`config.mk`:
```
export PLATFORM = sky130hd
export DESIGN_NAME = buffer_fifo
export DESIGN_NICKNAME = d
export VERILOG_FILES = /design/src/rtl/buffer_pkg.sv /design/src/rtl/buffer_fifo_mem.sv /design/src/rtl/buffer_fifo.sv
export SDC_FILE = /design/constraint.sdc
export NUM_CORES = 1
export LEC_CHECK = 0
export CAP_MARGIN = 10
export CORE_MARGIN = 5
export CORE_UTILIZATION = 50
export DETAILED_ROUTE_END_ITERATION = 8
export GPL_TIMING_DRIVEN = 1
export MAX_ROUTING_LAYER = met4
export PLACE_DENSITY = 0.76
export SLEW_MARGIN = 20
export SYNTH_ARGS = -nofsm -noshare
export SYNTH_HDL_FRONTEND = slang
export SYNTH_HIERARCHICAL = 1
export SYNTH_SLANG_ARGS = --single-unit
export TNS_END_PERCENT = 50
```
`constraint.sdc`:
```
create_clock -name clk -period 3.3 [get_ports clk]
set_clock_uncertainty 0.2 [all_clocks]
set_input_delay 0.99 -clock clk [delete_from_list [all_inputs] [get_ports clk]]
set_output_delay 0.99 -clock clk [all_outputs]
set_load 0.1 [all_outputs]
```
`src/rtl/buffer_pkg.sv`:
```
// Shared definitions for buffer_fifo: depth/count-width helpers and the
// {push,pop} operation encoding used by the pointer update.
package buffer_pkg;

   typedef enum logic [1:0] {
      OP_NOP  = 2'b00,
      OP_POP  = 2'b01,
      OP_PUSH = 2'b10,
      OP_BOTH = 2'b11
   } op_e;

   function automatic int DEPTH(input int addr_bw);
      return 2 ** addr_bw;
   endfunction

   function automatic int CNT_BW(input int addr_bw);
      return addr_bw + 1;
   endfunction

endpackage

```
`src/rtl/buffer_fifo_mem.sv`:
```
// DATA_BW x 2**ADDR_BW register array: one synchronous write port, one
// asynchronous read port. Contents are deliberately not reset.
module buffer_fifo_mem
   import buffer_pkg::*;
#(
   parameter int DATA_BW = 8,
   parameter int ADDR_BW = 2
) (
   input  logic               clk,
   input  logic               we_i,
   input  logic [ADDR_BW-1:0] waddr_i,
   input  logic [DATA_BW-1:0] wdata_i,
   input  logic [ADDR_BW-1:0] raddr_i,
   output logic [DATA_BW-1:0] rdata_o
);

   localparam int DEPTH_C = DEPTH(ADDR_BW);

   logic [DATA_BW-1:0] mem_q [DEPTH_C];

   always_ff @(posedge clk) begin
      if (we_i) begin
         mem_q[waddr_i] <= wdata_i;
      end
   end

   assign rdata_o = mem_q[raddr_i];

endmodule

```
`src/rtl/buffer_fifo.sv`:
```
// Registered synchronous FIFO with show-ahead read, flush and sticky error flags.
// Optional peak-occupancy output enabled by defining BUFFER_FIFO_WATERMARK_EN.
module buffer_fifo
   import buffer_pkg::*;
#(
   parameter int DATA_BW  = 8,
   parameter int ADDR_BW  = 2,
   parameter int AFULL_TH = 3
) (
   input  logic               clk,
   input  logic               rst,
   input  logic               flush,
   input  logic               wr_din,
   input  logic [DATA_BW-1:0] wr_data,
   input  logic               rd_dout,
   output logic [DATA_BW-1:0] rd_data,
   output logic               push_ack,
   output logic               pop_ack,
   output logic               full,
   output logic               empty,
   output logic               almost_full,
   output logic [ADDR_BW:0]   num_item,
   output logic               ovf_err,
   output logic               udf_err
`ifdef BUFFER_FIFO_WATERMARK_EN
   ,
   output logic [ADDR_BW:0]   max_item
`endif
);

   localparam int               CNT_W   = CNT_BW(ADDR_BW);
   localparam logic [CNT_W-1:0] DEPTH_C = CNT_W'(DEPTH(ADDR_BW));
   localparam logic [CNT_W-1:0] AFULL_C = CNT_W'(AFULL_TH);

   logic [ADDR_BW-1:0] wr_ptr_q, wr_ptr_d;
   logic [ADDR_BW-1:0] rd_ptr_q, rd_ptr_d;
   logic [CNT_W-1:0]   cnt_q, cnt_d;
   logic               ovf_q, ovf_d;
   logic               udf_q, udf_d;
   logic [DATA_BW-1:0] mem_rdata;
   op_e                op;

   assign full        = (cnt_q == DEPTH_C);
   assign empty       = (cnt_q == '0);
   assign almost_full = (cnt_q >= AFULL_C);
   assign num_item    = cnt_q;
   assign ovf_err     = ovf_q;
   assign udf_err     = udf_q;

   // Acceptance looks only at registered occupancy: no pass-through when
   // full and no read-through when empty.
   assign push_ack = wr_din & ~full & ~flush;
   assign pop_ack  = rd_dout & ~empty & ~flush;
   assign op       = op_e'({push_ack, pop_ack});

   buffer_fifo_mem #(
      .DATA_BW (DATA_BW),
      .ADDR_BW (ADDR_BW)
   ) u_mem (
      .clk     (clk),
      .we_i    (push_ack),
      .waddr_i (wr_ptr_q),
      .wdata_i (wr_data),
      .raddr_i (rd_ptr_q),
      .rdata_o (mem_rdata)
   );

   assign rd_data = empty ? '0 : mem_rdata;

   always_comb begin
      wr_ptr_d = wr_ptr_q;
      rd_ptr_d = rd_ptr_q;
      cnt_d    = cnt_q;
      ovf_d    = ovf_q | (wr_din & full);
      udf_d    = udf_q | (rd_dout & empty);
      case (op)
         OP_PUSH: begin
            wr_ptr_d = wr_ptr_q + 1'b1;
            cnt_d    = cnt_q + 1'b1;
         end
         OP_POP: begin
            rd_ptr_d = rd_ptr_q + 1'b1;
            cnt_d    = cnt_q - 1'b1;
         end
         OP_BOTH: begin
            wr_ptr_d = wr_ptr_q + 1'b1;
            rd_ptr_d = rd_ptr_q + 1'b1;
         end
         default: ;
      endcase
      // Flush overrides everything, including error flags set this cycle.
      if (flush) begin
         wr_ptr_d = '0;
         rd_ptr_d = '0;
         cnt_d    = '0;
         ovf_d    = 1'b0;
         udf_d    = 1'b0;
      end
   end

   always_ff @(posedge clk or posedge rst) begin
      if (rst) begin
         wr_ptr_q <= '0;
         rd_ptr_q <= '0;
         cnt_q    <= '0;
         ovf_q    <= 1'b0;
         udf_q    <= 1'b0;
      end else begin
         wr_ptr_q <= wr_ptr_d;
         rd_ptr_q <= rd_ptr_d;
         cnt_q    <= cnt_d;
         ovf_q    <= ovf_d;
         udf_q    <= udf_d;
      end
   end

`ifdef BUFFER_FIFO_WATERMARK_EN
   logic [CNT_W-1:0] max_q, max_d;

   always_comb begin
      max_d = max_q;
      if (flush) begin
         max_d = '0;
      end else if (cnt_d > max_q) begin
         max_d = cnt_d;
      end
   end

   always_ff @(posedge clk or posedge rst) begin
      if (rst) begin
         max_q <= '0;
      end else begin
         max_q <= max_d;
      end
   end

   assign max_item = max_q;
`endif

endmodule

```
### Yosys cells after proc, flatten, opt, wreduce, memory -nomap -nowiden

Memory sizes are Yosys's and may differ from the RTL's.
Index checks and enable logic that the tools add are counted.

* register bits after elaboration: 9
* memory bits (writable): 32
* output and inout port bits: 18
* logic and storage cells: 43
* memories kept: 1

Memories
* u_mem.mem_q: words 4, width 8, rd ports 1, clocked after memory_dff 0, write ports 1, line buffer_fifo_mem.sv:19 `logic [DATA_BW-1:0] mem_q [DEPTH_C];`

* $add $sub $neg: 4
* $lt $le $gt $ge: 1
* equal/unequal tests: 4
* multiplexer cells: 11
* bitwise gates (word level): 11
* reduce and logical (&&, ||, !) cells: 6

Operators with widths (number)
* $mux 2: 4
* $mux 8: 1
* $and 1x1->1: 6
* $pmux 3 s2: 1
* $add 2x1->2 const B: 2
* $eq 2x2->1 const B: 2
* $mux 1: 4
* $reduce_bool 2->1: 2
* $reduce_or 2->1: 2
* $add 3x1->3 const B: 1
* $eq 3x3->1 const B: 1
* $ge 3x2->1 const B: 1
* $logic_not 3->1: 1
* $mux 3: 1
* $not 1->1: 3
* $reduce_bool 3->1: 1
* $sub 3x1->3 const B: 1
* $eq 2x1->1 const B: 1
* $or 1x1->1: 2

### Depth between registers and ports, before layout

* word-level depth: 8
* gate-level depth with buffers: 9
* depth with buffers taken out: 9

### By module

Netlist, hierarchy kept.

By module, submodules not included
* buffer_fifo_mem: instances 1, cells an instance 46, area an instance 1188.6 sq um, seq. area each 960.9 sq um
* buffer_fifo: instances 1, cells an instance 73, area an instance 634.4 sq um, seq. area each 225.2 sq um

### Worst setup path before layout

OpenSTA, ideal clock, no wires.

* path type: reg-to-reg
* start: reg cnt_q[0] (netlist: num_item[0])
* end: mem u_mem.mem_q[0][0], enable pin
* arrival: 3514 ps
* required time: 2715 ps
* path slack: -799 ps
* stages on the path, launching flop included: 5
* period minus slack after synthesis: 4099 ps
* path through: dfrtp_1 > or3b_1 > nand2_1 > nor2_1 > nor3b_1

* word-level cells in the longest chain between the ends: 6

Ends and longest elaborated chain
* start, declared: line buffer_fifo.sv:37 `logic [CNT_W-1:0] cnt_q, cnt_d;`
* start signal, assigned: line buffer_fifo.sv:111 `cnt_q <= cnt_d;`
* $eq 3x3->1: line buffer_fifo.sv:43 `assign full = (cnt_q == DEPTH_C);`
* $not 1->1: line buffer_fifo.sv:52 `assign push_ack = wr_din & ~full & ~flush;`
* $and 1x1->1 (2 in a row): line buffer_fifo.sv:52
* net push_ack: line buffer_fifo.sv:17 `output logic push_ack,`
* $mux 1: line buffer_fifo_mem.sv:22 `if (we_i) begin`
* $mux 1 (not written as such): line buffer_fifo_mem.sv:23 `mem_q[waddr_i] <= wdata_i;`
* end, declared: line buffer_fifo_mem.sv:19

The timed path passes the listed nets, and every way through them passes these cells.

### Final worst setup path

* start: in wr_din
* end: out push_ack

* word-level cells in the longest chain between the ends: 2

Ends and longest elaborated chain
* start, declared: line buffer_fifo.sv:13 `input logic wr_din,`
* $and 1x1->1 (2 in a row): line buffer_fifo.sv:52
* end, declared: line buffer_fifo.sv:17

Every way passes these cells.

==> run summary <==
status - complete, no violations
Core Box Area - 3606 µm²
sequential area share after synthesis - 0.6507
Bufs and invs on worst path - 2
Final period util - 0.9591
1st-iter DRT viols - 47
average size of a mapped cell - 15.32 µm²
Inserted Clock Buffers - 5
CP max FO - 5
Area Overhead vs Synth - 30.95%
DR WL/cell - 17.91 µm
I/O Buffers - 30
worst path cell trace - clkdlybuf4s50_1, nand2_1, nor2_4, buf_12
Worst Hold Class - reg -> reg
fill cell count - 274
unrepaired setup endpoints after global routing - no
die area - 4953 µm²
Internal - 0.0008914 W
Worst Tran Pin Value - 463.0 ps
total power - 0.001381 W
CTS tree - built
antenna violations before repair - 0
slew margin rel. - 0.6914
worst-skew pair later-pin latency - 290 ps
CTS clock-pin slew for the worst setup and hold paths - 80 ps
Post-CTS Setup Inserts - 0
R2R Setup Slk - 400 ps
Mapped Nets - 133
total grt overflow - 0
final setup fails - 0
Worst Hold Slack - 319.8 ps
CTS resizes - 0
vias in the first global route - 1253
total wire length - 3689 µm
TNS Setup - 0 ps
RePlAce Congestion - 0.8031
Yosys warning count - 6
First-pass DRT Iterations - 4
Critical Path AT - 1970 ps
Clock Sinks - 41
# diodes - 0
cell area after synthesis - 1823 µm²
flops & latches, synth - 41
pwr dens - 578.5 nW/µm²
# nets final - 171
GRT Total Usage - 0.1724
Hold Buf Count CTS - 0
post-layout minimum cycle time - 3165 ps
Syn Inst Count - 119
ANT nets after route - 0
Vias - 1106
maximum clock rate - 316.0 MHz
CP top delay family - buffers and inverters
Die Span Y - 70.38 µm
root buffer cell - clkbuf_8
CP Capture Type - output pin
DR DRC count - 0
Critical Path RT - 2110 ps
Post-DP HPWL - 2689 µm
Die X-Extent - 70.38 µm
clk buf depth - 2
layout cells sized above 1 - 0.2911
Worst path slowest cell - clkdlybuf4s50_1
largest net degree at the start of global routing - 16
Slew Limit Fails - 0
max cap viols - 0
Worst Setup Path Type - in -> out
Clock Power Share - 0.243
switching part of the total power - 0.3546
initial core utilization - 0.5056
Final Hold Vio Count - 0
commonest non-fill, non-tap cell in the layout - edfxtp_1
Static Leakage - 0.8962 nW
synth unique cells - 30
crit start category - input port
Max VDD drop - 0.4135 mV
vias per cell - 5.369
htree depth - 2
combinational share of power - 0.326
Critical Path Max Stage Delay - 490 ps
row count - 22
commonest cells after routing, fill and taps aside - edfxtp_1, buf_4, clkdlybuf4s50_1, buf_12
first-pass GRT wire length - 6285 µm
register share of total power - 0.431
sw power - 0.0004897 W
io pins - 31
## per-layer routing
metal / GRT usage / wire (µm) / vias up
met5: - / 0 / -
met4: 0.05745 / 65 / 0
met3: 0.05036 / 146 / 8
met2: 0.2900 / 1999 / 34
met1: 0.1971 / 1477 / 548
li1: - / - / 516
## Yosys cell counts
library cell    count  area, µm²
a21oi_1             3      15.01
a21o_2              1      8.760
nor3_1              2      10.01
nor2_1             11      41.29
and3_1              1      6.260
nand2b_1            1      6.260
nand2_1             4      15.01
fa_1                1      20.02
xor2_1              4      35.03
dfrtp_1             9      225.2
nor3b_1             1      7.510
mux4_2              8      180.2
and2_1              9      56.30
inv_1               4      15.01
dlymetal6s2s_1      1      12.51
edfxtp_1           32      960.9
a31oi_1             2      12.51
or3b_1              1      8.760
a32oi_1             1      8.760
or3_1               3      18.77
nand3b_1            1      7.510
xnor2_1             2      17.52
a41oi_1             1      8.760
buf_6               4      45.04
o21ai_0             2      10.01
and3b_1             2      17.52
clkbuf_2            1      5.000
buf_4               1      7.510
mux2_4              1      15.01
nand3_1             5      25.02
## path summary, 6_finish.rpt
kind | startpoint | to | cells after the start
max | wr_din | push_ack | 4
min in group asynchronous | rst | wr_ptr_q[1]$_DFFE_PP0P_ | 2
max in group asynchronous | rst | rd_ptr_q[0]$_DFFE_PP0P_ | 2
max reg2reg | num_item[1]$_DFFE_PP0P_ | num_item[2]$_DFFE_PP0P_ | 9
min | ovf_err$_DFF_PP0_ | ovf_err$_DFF_PP0_ | 2
min reg2reg | ovf_err$_DFF_PP0_ | ovf_err$_DFF_PP0_ | 2
## flip-flops by register name, indices dropped and copies added, names as in the netlist
name / flops
u_mem/mem_q: 32
num_item: 3
rd_ptr_q: 2
wr_ptr_q: 2
ovf_err: 1
udf_err: 1
## kinds of logic (layout without fill, tap and decap cells)
family                     count (synthesis)  count (layout)  share of synthesized area
and+or+nand+nor                           41              41                     0.1208
adders and majority gates                  1               1                    0.01098
muxes                                      9               9                     0.1071
DFF                                       41              41                     0.6507
AOI/OAI and AO/OA                         10              10                    0.03500
xor gates and xnor gates                   6               6                    0.02883
buffers and inverters                     11              50                    0.04666
## power groups by stage
stage / clock [W] / combinational, W / sequential, W
after detailed placement: 0 / 0.000455 / 0.000607
after global routing: 0.000371 / 0.000472 / 0.000598
after floorplan: 0 / 0.000268 / 0.000643
final: 0.000335 / 0.000451 / 0.000595
after global placement: 0 / 0.000446 / 0.000604
after CTS: 0.000343 / 0.000456 / 0.000595
## worst min-delay path, cell delays in order (launching register included)
cell	delay, ps
dfrtp_1	360
a31oi_1	50
nor2_1	80
## layout make-up
cell class | instances | area [µm²] | area share
Sequential cell | 41 | 1186 | 0.4969
Tap cell | 48 | 60.06 | 0.02516
Inverter | 4 | 15.01 | 0.006289
Clock inverter | 3 | 25.02 | 0.01048
Clock buffer | 5 | 68.82 | 0.02883
Multi-Input combinational cell | 67 | 566.8 | 0.2374
Timing Repair Buffer | 38 | 465.4 | 0.1950
## per-stage QoR
stage,instance area [µm²],worst slack [ps],utilization,std cells
after detailed placement,2293,98.14,0.6360,198
final,2387,135.1,0.6620,206
after global placement,2293,154.0,0.6360,198
after CTS,2387,133.2,0.6620,206
after global routing,2387,84.54,0.6620,206
after floorplan,1838,-40.19,-,119
No activity file was read; power rests on OpenSTA's default activity.
